===== config.mk =====
export PLATFORM = sky130hd
export DESIGN_NAME = serial_to_parallel_register_flat
export DESIGN_NICKNAME = d
export VERILOG_FILES = /design/src/rtl/serial_to_parallel_register_pkg.sv /design/src/rtl/serial_to_parallel_register_if.sv /design/src/rtl/serial_to_parallel_register_bit_counter.sv /design/src/rtl/serial_to_parallel_register.sv /design/src/flat_wrapper.sv
export SDC_FILE = /design/constraint.sdc
export NUM_CORES = 1
export LEC_CHECK = 0
export CAP_MARGIN = 20
export CORE_UTILIZATION = 48
export DETAILED_ROUTE_END_ITERATION = 10
export PLACE_DENSITY = 0.84
export SYNTH_ARGS = -nofsm -noshare
export SYNTH_HDL_FRONTEND = slang
export SYNTH_HIERARCHICAL = 1
export SYNTH_SLANG_ARGS = --single-unit
export TNS_END_PERCENT = 100

===== constraint.sdc =====
create_clock -name clk -period 1.2 [get_ports clk]
set_input_delay 0.24 -clock clk [delete_from_list [all_inputs] [get_ports clk]]
set_output_delay 0.24 -clock clk [all_outputs]
set_load 0.005 [all_outputs]

===== src/rtl/serial_to_parallel_register_pkg.sv =====
// Shared definitions for the serial-to-parallel receiver: FSM state encodings and default sizing.
// The states are reused by the transmitter bench.
package serial_to_parallel_register_pkg;

  typedef enum logic [1:0] {
    S_IDLE   = 2'd0,
    S_SHIFT  = 2'd1,
    S_PARITY = 2'd2
  } sipo_state_e;

  localparam int SIPO_WIDTH_DEF = 32;
  localparam int SIPO_CNT_W_DEF = 6;

endpackage


===== src/rtl/serial_to_parallel_register_if.sv =====
// Serial-in / word-out bundle between a serial source and the receiver.
// The master drives the line and consumes words; the slave is the receiver.
interface serial_to_parallel_register_if #(
  parameter int WIDTH = 32
);

  logic             start;
  logic             inp;
  logic [WIDTH-1:0] out;
  logic             out_valid;
  logic             busy;
  logic             parity_err;

  modport master (
    output start, inp,
    input  out, out_valid, busy, parity_err
  );

  modport slave (
    input  start, inp,
    output out, out_valid, busy, parity_err
  );

endinterface


===== src/rtl/serial_to_parallel_register_bit_counter.sv =====
// Bit position counter for the receiver: synchronous clear, count enable,
// terminal-count flag raised while the count equals WIDTH-1.
module serial_to_parallel_register_bit_counter #(
  parameter int WIDTH = 32,
  parameter int CNT_W = 6
) (
  input  logic clk,
  input  logic clr,
  input  logic en,
  output logic tc
);

  logic [CNT_W-1:0] cnt;

  always_ff @(posedge clk) begin
    if (clr) begin
      cnt <= '0;
    end else if (en) begin
      cnt <= cnt + 1'b1;
    end
  end

  assign tc = (cnt == CNT_W'(WIDTH - 1));

endmodule


===== src/rtl/serial_to_parallel_register.sv =====
// LSB-first serial receiver: a start strobe frames each WIDTH-bit word, out_valid pulses per word.
// Optional trailing even-parity bit check enabled by defining SIPO_PARITY_EN.
module serial_to_parallel_register
  import serial_to_parallel_register_pkg::*;
#(
  parameter int WIDTH = SIPO_WIDTH_DEF,
  parameter int CNT_W = SIPO_CNT_W_DEF
) (
  input  logic                           clk,
  input  logic                           reset,
  serial_to_parallel_register_if.slave   bus
);

  sipo_state_e      state;
  logic [WIDTH-1:0] shreg;
  logic [WIDTH-1:0] nxt_word;
  logic [WIDTH-1:0] out_q;
  logic             out_valid_q;
  logic             busy_q;
  logic             cnt_tc;
  logic             cnt_clr;
  logic             cnt_en;
  logic             last_bit;

  assign nxt_word = {bus.inp, shreg[WIDTH-1:1]};
  assign last_bit = (state == S_SHIFT) && cnt_tc;
  assign cnt_clr  = reset || last_bit;
  assign cnt_en   = ((state == S_IDLE) && bus.start) || (state == S_SHIFT);

  serial_to_parallel_register_bit_counter #(
    .WIDTH (WIDTH),
    .CNT_W (CNT_W)
  ) u_bit_counter (
    .clk (clk),
    .clr (cnt_clr),
    .en  (cnt_en),
    .tc  (cnt_tc)
  );

`ifdef SIPO_PARITY_EN
  logic parity_err_q;
`endif

  always_ff @(posedge clk) begin
    if (reset) begin
      state       <= S_IDLE;
      shreg       <= '0;
      out_q       <= '0;
      out_valid_q <= 1'b0;
      busy_q      <= 1'b0;
`ifdef SIPO_PARITY_EN
      parity_err_q <= 1'b0;
`endif
    end else begin
      out_valid_q <= 1'b0;
      case (state)
        S_IDLE: begin
          if (bus.start) begin
            shreg  <= nxt_word;
            state  <= S_SHIFT;
            busy_q <= 1'b1;
          end
        end
        S_SHIFT: begin
          // start is deliberately ignored here; a word cannot be restarted
          shreg <= nxt_word;
          if (cnt_tc) begin
`ifdef SIPO_PARITY_EN
            state <= S_PARITY;
`else
            out_q       <= nxt_word;
            out_valid_q <= 1'b1;
            state       <= S_IDLE;
            busy_q      <= 1'b0;
`endif
          end
        end
`ifdef SIPO_PARITY_EN
        S_PARITY: begin
          // inp carries the even-parity bit; word plus parity must XOR to zero
          out_q        <= shreg;
          out_valid_q  <= 1'b1;
          parity_err_q <= (^shreg) ^ bus.inp;
          state        <= S_IDLE;
          busy_q       <= 1'b0;
        end
`endif
        default: begin
          state  <= S_IDLE;
          busy_q <= 1'b0;
        end
      endcase
    end
  end

  assign bus.out       = out_q;
  assign bus.out_valid = out_valid_q;
  assign bus.busy      = busy_q;
`ifdef SIPO_PARITY_EN
  assign bus.parity_err = parity_err_q;
`else
  assign bus.parity_err = 1'b0;
`endif

endmodule


===== src/flat_wrapper.sv =====
// flat-port wrapper written by rule: the top's interface ports become plain ports
module serial_to_parallel_register_flat import serial_to_parallel_register_pkg::*;
#(
  parameter int WIDTH = SIPO_WIDTH_DEF,
  parameter int CNT_W = SIPO_CNT_W_DEF
)
  (clk, reset, bus_start, bus_inp, bus_out, bus_out_valid, bus_busy, bus_parity_err);
  serial_to_parallel_register_if #(.WIDTH(WIDTH)) bus_i ();
  input  logic clk;
  input  logic reset;
  input wire logic [$bits(bus_i.start)-1:0] bus_start;
  input wire logic [$bits(bus_i.inp)-1:0] bus_inp;
  output wire logic [$bits(bus_i.out)-1:0] bus_out;
  output wire logic [$bits(bus_i.out_valid)-1:0] bus_out_valid;
  output wire logic [$bits(bus_i.busy)-1:0] bus_busy;
  output wire logic [$bits(bus_i.parity_err)-1:0] bus_parity_err;
  assign bus_i.start = bus_start;
  assign bus_i.inp = bus_inp;
  assign bus_out = bus_i.out;
  assign bus_out_valid = bus_i.out_valid;
  assign bus_busy = bus_i.busy;
  assign bus_parity_err = bus_i.parity_err;
  serial_to_parallel_register #(.WIDTH(WIDTH), .CNT_W(CNT_W)) u_core (.clk(clk), .reset(reset), .bus(bus_i));
endmodule

Yosys cells after proc, flatten, opt, wreduce, memory -nomap -nowiden
Index checks and enable logic that the tools add are counted.

Bits in registers: 74. Word-level logic and storage cells: 31. Output and inout bits: 35. Input bits: 4.

Mux-type cells: 9. Reductions and logical operators: 10. Bitwise operators: 1. $add $sub $neg: 1. Equal/unequal tests: 4.

Operators by type and width (number): case mux 32 bit (2 select lines) (1); two-way mux 32 bit (1); adder 6 x 1 -> 6 bit, second input constant (1); == test 6 x 5 -> 1 bit, second input constant (1); AND reduction 2 bit (3); two-way mux 2 bit (2); case mux 2 bit (2 select lines) (1); two-way mux 1 bit (3); == test 2 x 1 -> 1 bit, second input constant (1); logical AND 1 bit (2); zero test 2 bit (1); logical OR 1 bit (2); != test 2 x 1 -> 1 bit, second input constant (1); != test 2 bit, second input constant (1); case mux 1 bit (2 select lines) (1); nonzero test 2 bit (1); OR reduction 2 bit (1); NOT 1 bit (1).

Logic depth before layout (Yosys ltp)
Depth in word-level cells: 3. Depth in mapped cells: 6. Gate-level depth less buffers: 6.

Hierarchy
The synthesis kept the hierarchy.

Modules (own cells, without submodules): serial_to_parallel_register (sequential area each 1301.2 um^2, cells an instance 214, times used 1, area an instance 2456.1 um^2); serial_to_parallel_register_bit_counter (sequential area each 120.1 um^2, cells an instance 26, times used 1, area an instance 249.0 um^2).

Worst setup path before layout
OpenSTA, ideal clock, no wires.

Kind: register to register. From: reg, netlist name u_core/bus.busy. To: reg u_core.u_bit_counter.cnt[5]. Clock period less this slack: 1388 ps. Setup time: 70 ps. Path buffers: 1. Slack: -188 ps. Data required time: 1130 ps. Stages on the path, launching flop included: 7. Data arrival time: 1318 ps. Cells stage by stage: dfxtp_1 nor2_2 buf_6 inv_2 nand4_2 or3_1 a21oi_1.

RTL lines: to (signal assigned) (RTL line serial_to_parallel_register_bit_counter.sv:19) `cnt <= cnt + 1'b1;`; to (decl) (RTL line serial_to_parallel_register_bit_counter.sv:13) `logic [CNT_W-1:0] cnt;`.

Final worst setup path
From: reg u_core.u_bit_counter.cnt[0]. To: reg u_core.out_q[26] (netlist: u_core/bus.out[26]).

Word-level cells in the longest chain between the ends: 2.

RTL lines: == test 6 x 5 -> 1 bit (RTL line serial_to_parallel_register_bit_counter.sv:23) `assign tc = (cnt == CNT_W'(WIDTH - 1));`; named net u_core.cnt_tc (RTL line serial_to_parallel_register.sv:20) `logic cnt_tc;`; AND reduction 2 bit (no source line); to (signal assigned) (RTL line serial_to_parallel_register.sv:71) `out_q <= nxt_word;`; to (decl) (RTL line serial_to_parallel_register.sv:17) `logic [WIDTH-1:0] out_q;`.

The timed path passes the listed nets, and every way through them passes these cells. A chain may end at the register's enable or synchronous reset.

==> results.toml <==
[run_status]
status = "finished, violations left"
violations = "negative setup slack"

[logic_synthesis]
ys_ff_latch = 71
synth_seq_area_share_pct = 52.5
yosysWarningCount = 6
synth_area_sq_mm = 0.00271
synthDistinctLibCells = 23
syn_avg_cell_area_sq_um = 11.3
synth_nets = 245
syn_inst = 240

[route]
drt-total-wl_um = 5530
drcViolationCount = 0
viasPerCell = 4.88
firstDrtPassIters = 4
initialDrtViolationCount = 58
drt.antenna.violating_nets = 0
vias = 1844
wl_per_cell_um = 14.6

[grt]
grt.total_usage_pct = 19.7
grt_pass1_vias = 1859
grt_first_pass_wirelength_um = 8850
gr-total-overflow = 0
grt_antenna_before_repair = 0
grt_max_degree = 39

[worst_setup_path]
worst-r2r-setup-slack_ns = -0.19
cp_max_fo = 5
cp_slowest_cell = "dfxtp_2"
crit_family = "simple AND/OR/NAND/NOR gates"
r2r-start = "u_core/u_bit_counter/cnt[0]"
cpPeakStageDelay_ns = 0.36
crit_start = "u_core/u_bit_counter/cnt[0]"
path_class = "reg2reg"
cp.arrival_ns = 1.60
crit_buf_inv = 2
reg2reg_to = "u_core/bus.out[26]"
critPathRequiredTime_ns = 1.41
ff2ff_path_depth = 7
worstSetupEndpointType = "flop"
crit_chain = "ha_4 > nand4_1 > nor2_2 > nand2_4 > buf_6 > buf_12 > mux2i_2"
worstSetupStartpointType = "flop"

[timing]
setup_violations = 57
drv_slew = 0
fin_crit_sh_pct = 116
setup_ws_ns = -0.188
final_hold_viol_count = 0
fmax_mhz = 720
rsz0062_at_grt = "true"
fin_worst_skew_ns = 0.00507
fin_crit_ns = 1.39

[clock_network]
cts_buffers = 9
insertion_delay_ns = 0.34
cts_tree = "built"
cts_hold_buf = 0
h-tree-depth = 3
clk_pin_slew_worst_paths_ns = 0.07
clk_path_buf_depth = 2
clock_sinks = 71
ctsRootBufferMaster = "clkbuf_8"

[final_layout]
antenna-diode-count = 0
nNetsFinal = 308
nFillCells = 392
mostFrequentLayoutCells = "64 x nand2b_1, 61 x mux2i_1, 49 x dfxtp_1"
synthToLayoutAreaGrowth_pct = 39.3
final_common_cell = "nand2b_1"
drive_gt1_share_pct = 27.6
instances_no_fill = 378

[floorplanning]
dieArea_sq_mm = 0.00594
start_util_pct = 51.3
fp.dieH_um = 77.1
io_pins = 39
dieWidth_um = 77.1
core_area_sq_mm = 0.00527
num_rows = 26

[power]
leakage_nw = 1.73
ir_worst_vdd_mv = 1.16
p_total_w = 0.00518
powerDensity_mw_per_mm2 = 1370

[min_path]
min_path_type = "reg2reg"
hold_end = "u_core/bus.out[21]"
worstHoldPathCells = 2
hold_start = "u_core/bus.out[21]"

[placed_design]
port_buffers = 37
place_congestion = 0.769
dp_hpwl_um = 3130
dpl.cell_count = 349

[flow_run]
max_cap_violations = 0
[where the power goes]
group          internal (W)  switching [W]
clock               0.00159       0.000889
combinational      0.000178       0.000132
sequential          0.00237      0.0000143
total               0.00414        0.00104
[sequential cells by signal, indices dropped and copies added, names as in the netlist]
name,count
u_core/bus.out_valid,1
u_core/bus.out,32
u_core/bus.busy,1
u_core/u_bit_counter/cnt,6
u_core/shreg,31
[metal layers]
layer | share of wire (%) | routed length [um] | track usage (%) | up-vias
met3 | 2.6 | 145 | 4.88 | 10
met1 | 47 | 2580 | 23.5 | 885
li1 | - | - | - | 915
met2 | 49 | 2710 | 32.1 | 34
met4 | 1.8 | 98 | 11.1 | 0
met5 | 0 | 0 | 0 | -
[cells by family after synthesis]
family                     share of synthesized area, %
muxes                                              23.7
AOI/OAI and AO/OA                                 0.370
xor gates and xnor gates                           1.30
other                                             0.139
buffers and inverters                              3.19
DFF                                                52.5
adders and majority gates                         0.462
and+or+nand+nor                                    18.3
[metrics by stage]
| step | setup WS, ns | hold WS [ns] | setup TNS, ns | util (%) | instance area, sq um |
|---|---|---|---|---|---|
| 2_1_floorplan | -0.0573 | 0.416 | -1.61 | - | 2740 |
| 3_3_place_gp | -0.289 | 0.459 | -14.81 | 61.8 | 3250 |
| 3_5_place_dp | -0.307 | 0.462 | -15.92 | 61.8 | 3250 |
| 4_1_cts | -0.141 | 0.474 | -3.76 | 69.0 | 3640 |
| 5_1_grt | -0.247 | 0.493 | -9.13 | 71.5 | 3770 |
| 6_report | -0.188 | 0.471 | -5.51 | 71.5 | 3770 |
[layout make-up]
class	count	area, sq um	area share (%)
Sequential cell	71	1450	38.5
Multi-Input combinational cell	154	1280	33.9
Timing Repair Buffer	66	679	18.0
Clock inverter	6	133	3.52
Clock buffer	10	128	3.39
Tap cell	70	87.6	2.32
Inverter	1	11.3	0.299
[tightest hold or removal path, delay by kind of cell (launching register included)]
family | cells | cell delay, ns
flip-flops | 1 | 0.31
AND/OR/NAND/NOR | 1 | 0.06
multiplexers | 1 | 0.06
[worst max path at each step]
stage,endpoint,depth (start not counted)
CTS,u_core/bus.out[1],7
global placement,u_core/u_bit_counter/cnt[5],6
floorplan,u_core/bus.out[10],6
finish,u_core/bus.out[26],7
global route,u_core/bus.out[26],7
detailed placement,u_core/u_bit_counter/cnt[5],6
[synth_stat cells, drive strengths merged]
cell	n	area, sq um
nand2	3	13.8
a21oi	1	5.00
buf	9	63.8
conb	1	3.75
and2	1	6.26
nor2	8	32.5
ha	1	12.5
xor2	3	26.3
o21ai	1	5.00
nand2b	65	407
nor3	1	5.00
mux2i	64	641
nand4	3	25.0
dfxtp	71	1420
xnor2	1	8.76
or3	1	6.26
clkbuf	5	18.8
inv	1	3.75
[timing repair]
item	in CTS	in global routing
setup buffers	6	5
endpoints found under the setup margin	73	70
gates resized for setup	64	24
gates cloned	2	2
pin swaps	5	9
No activity file was read; power rests on OpenSTA's default activity.
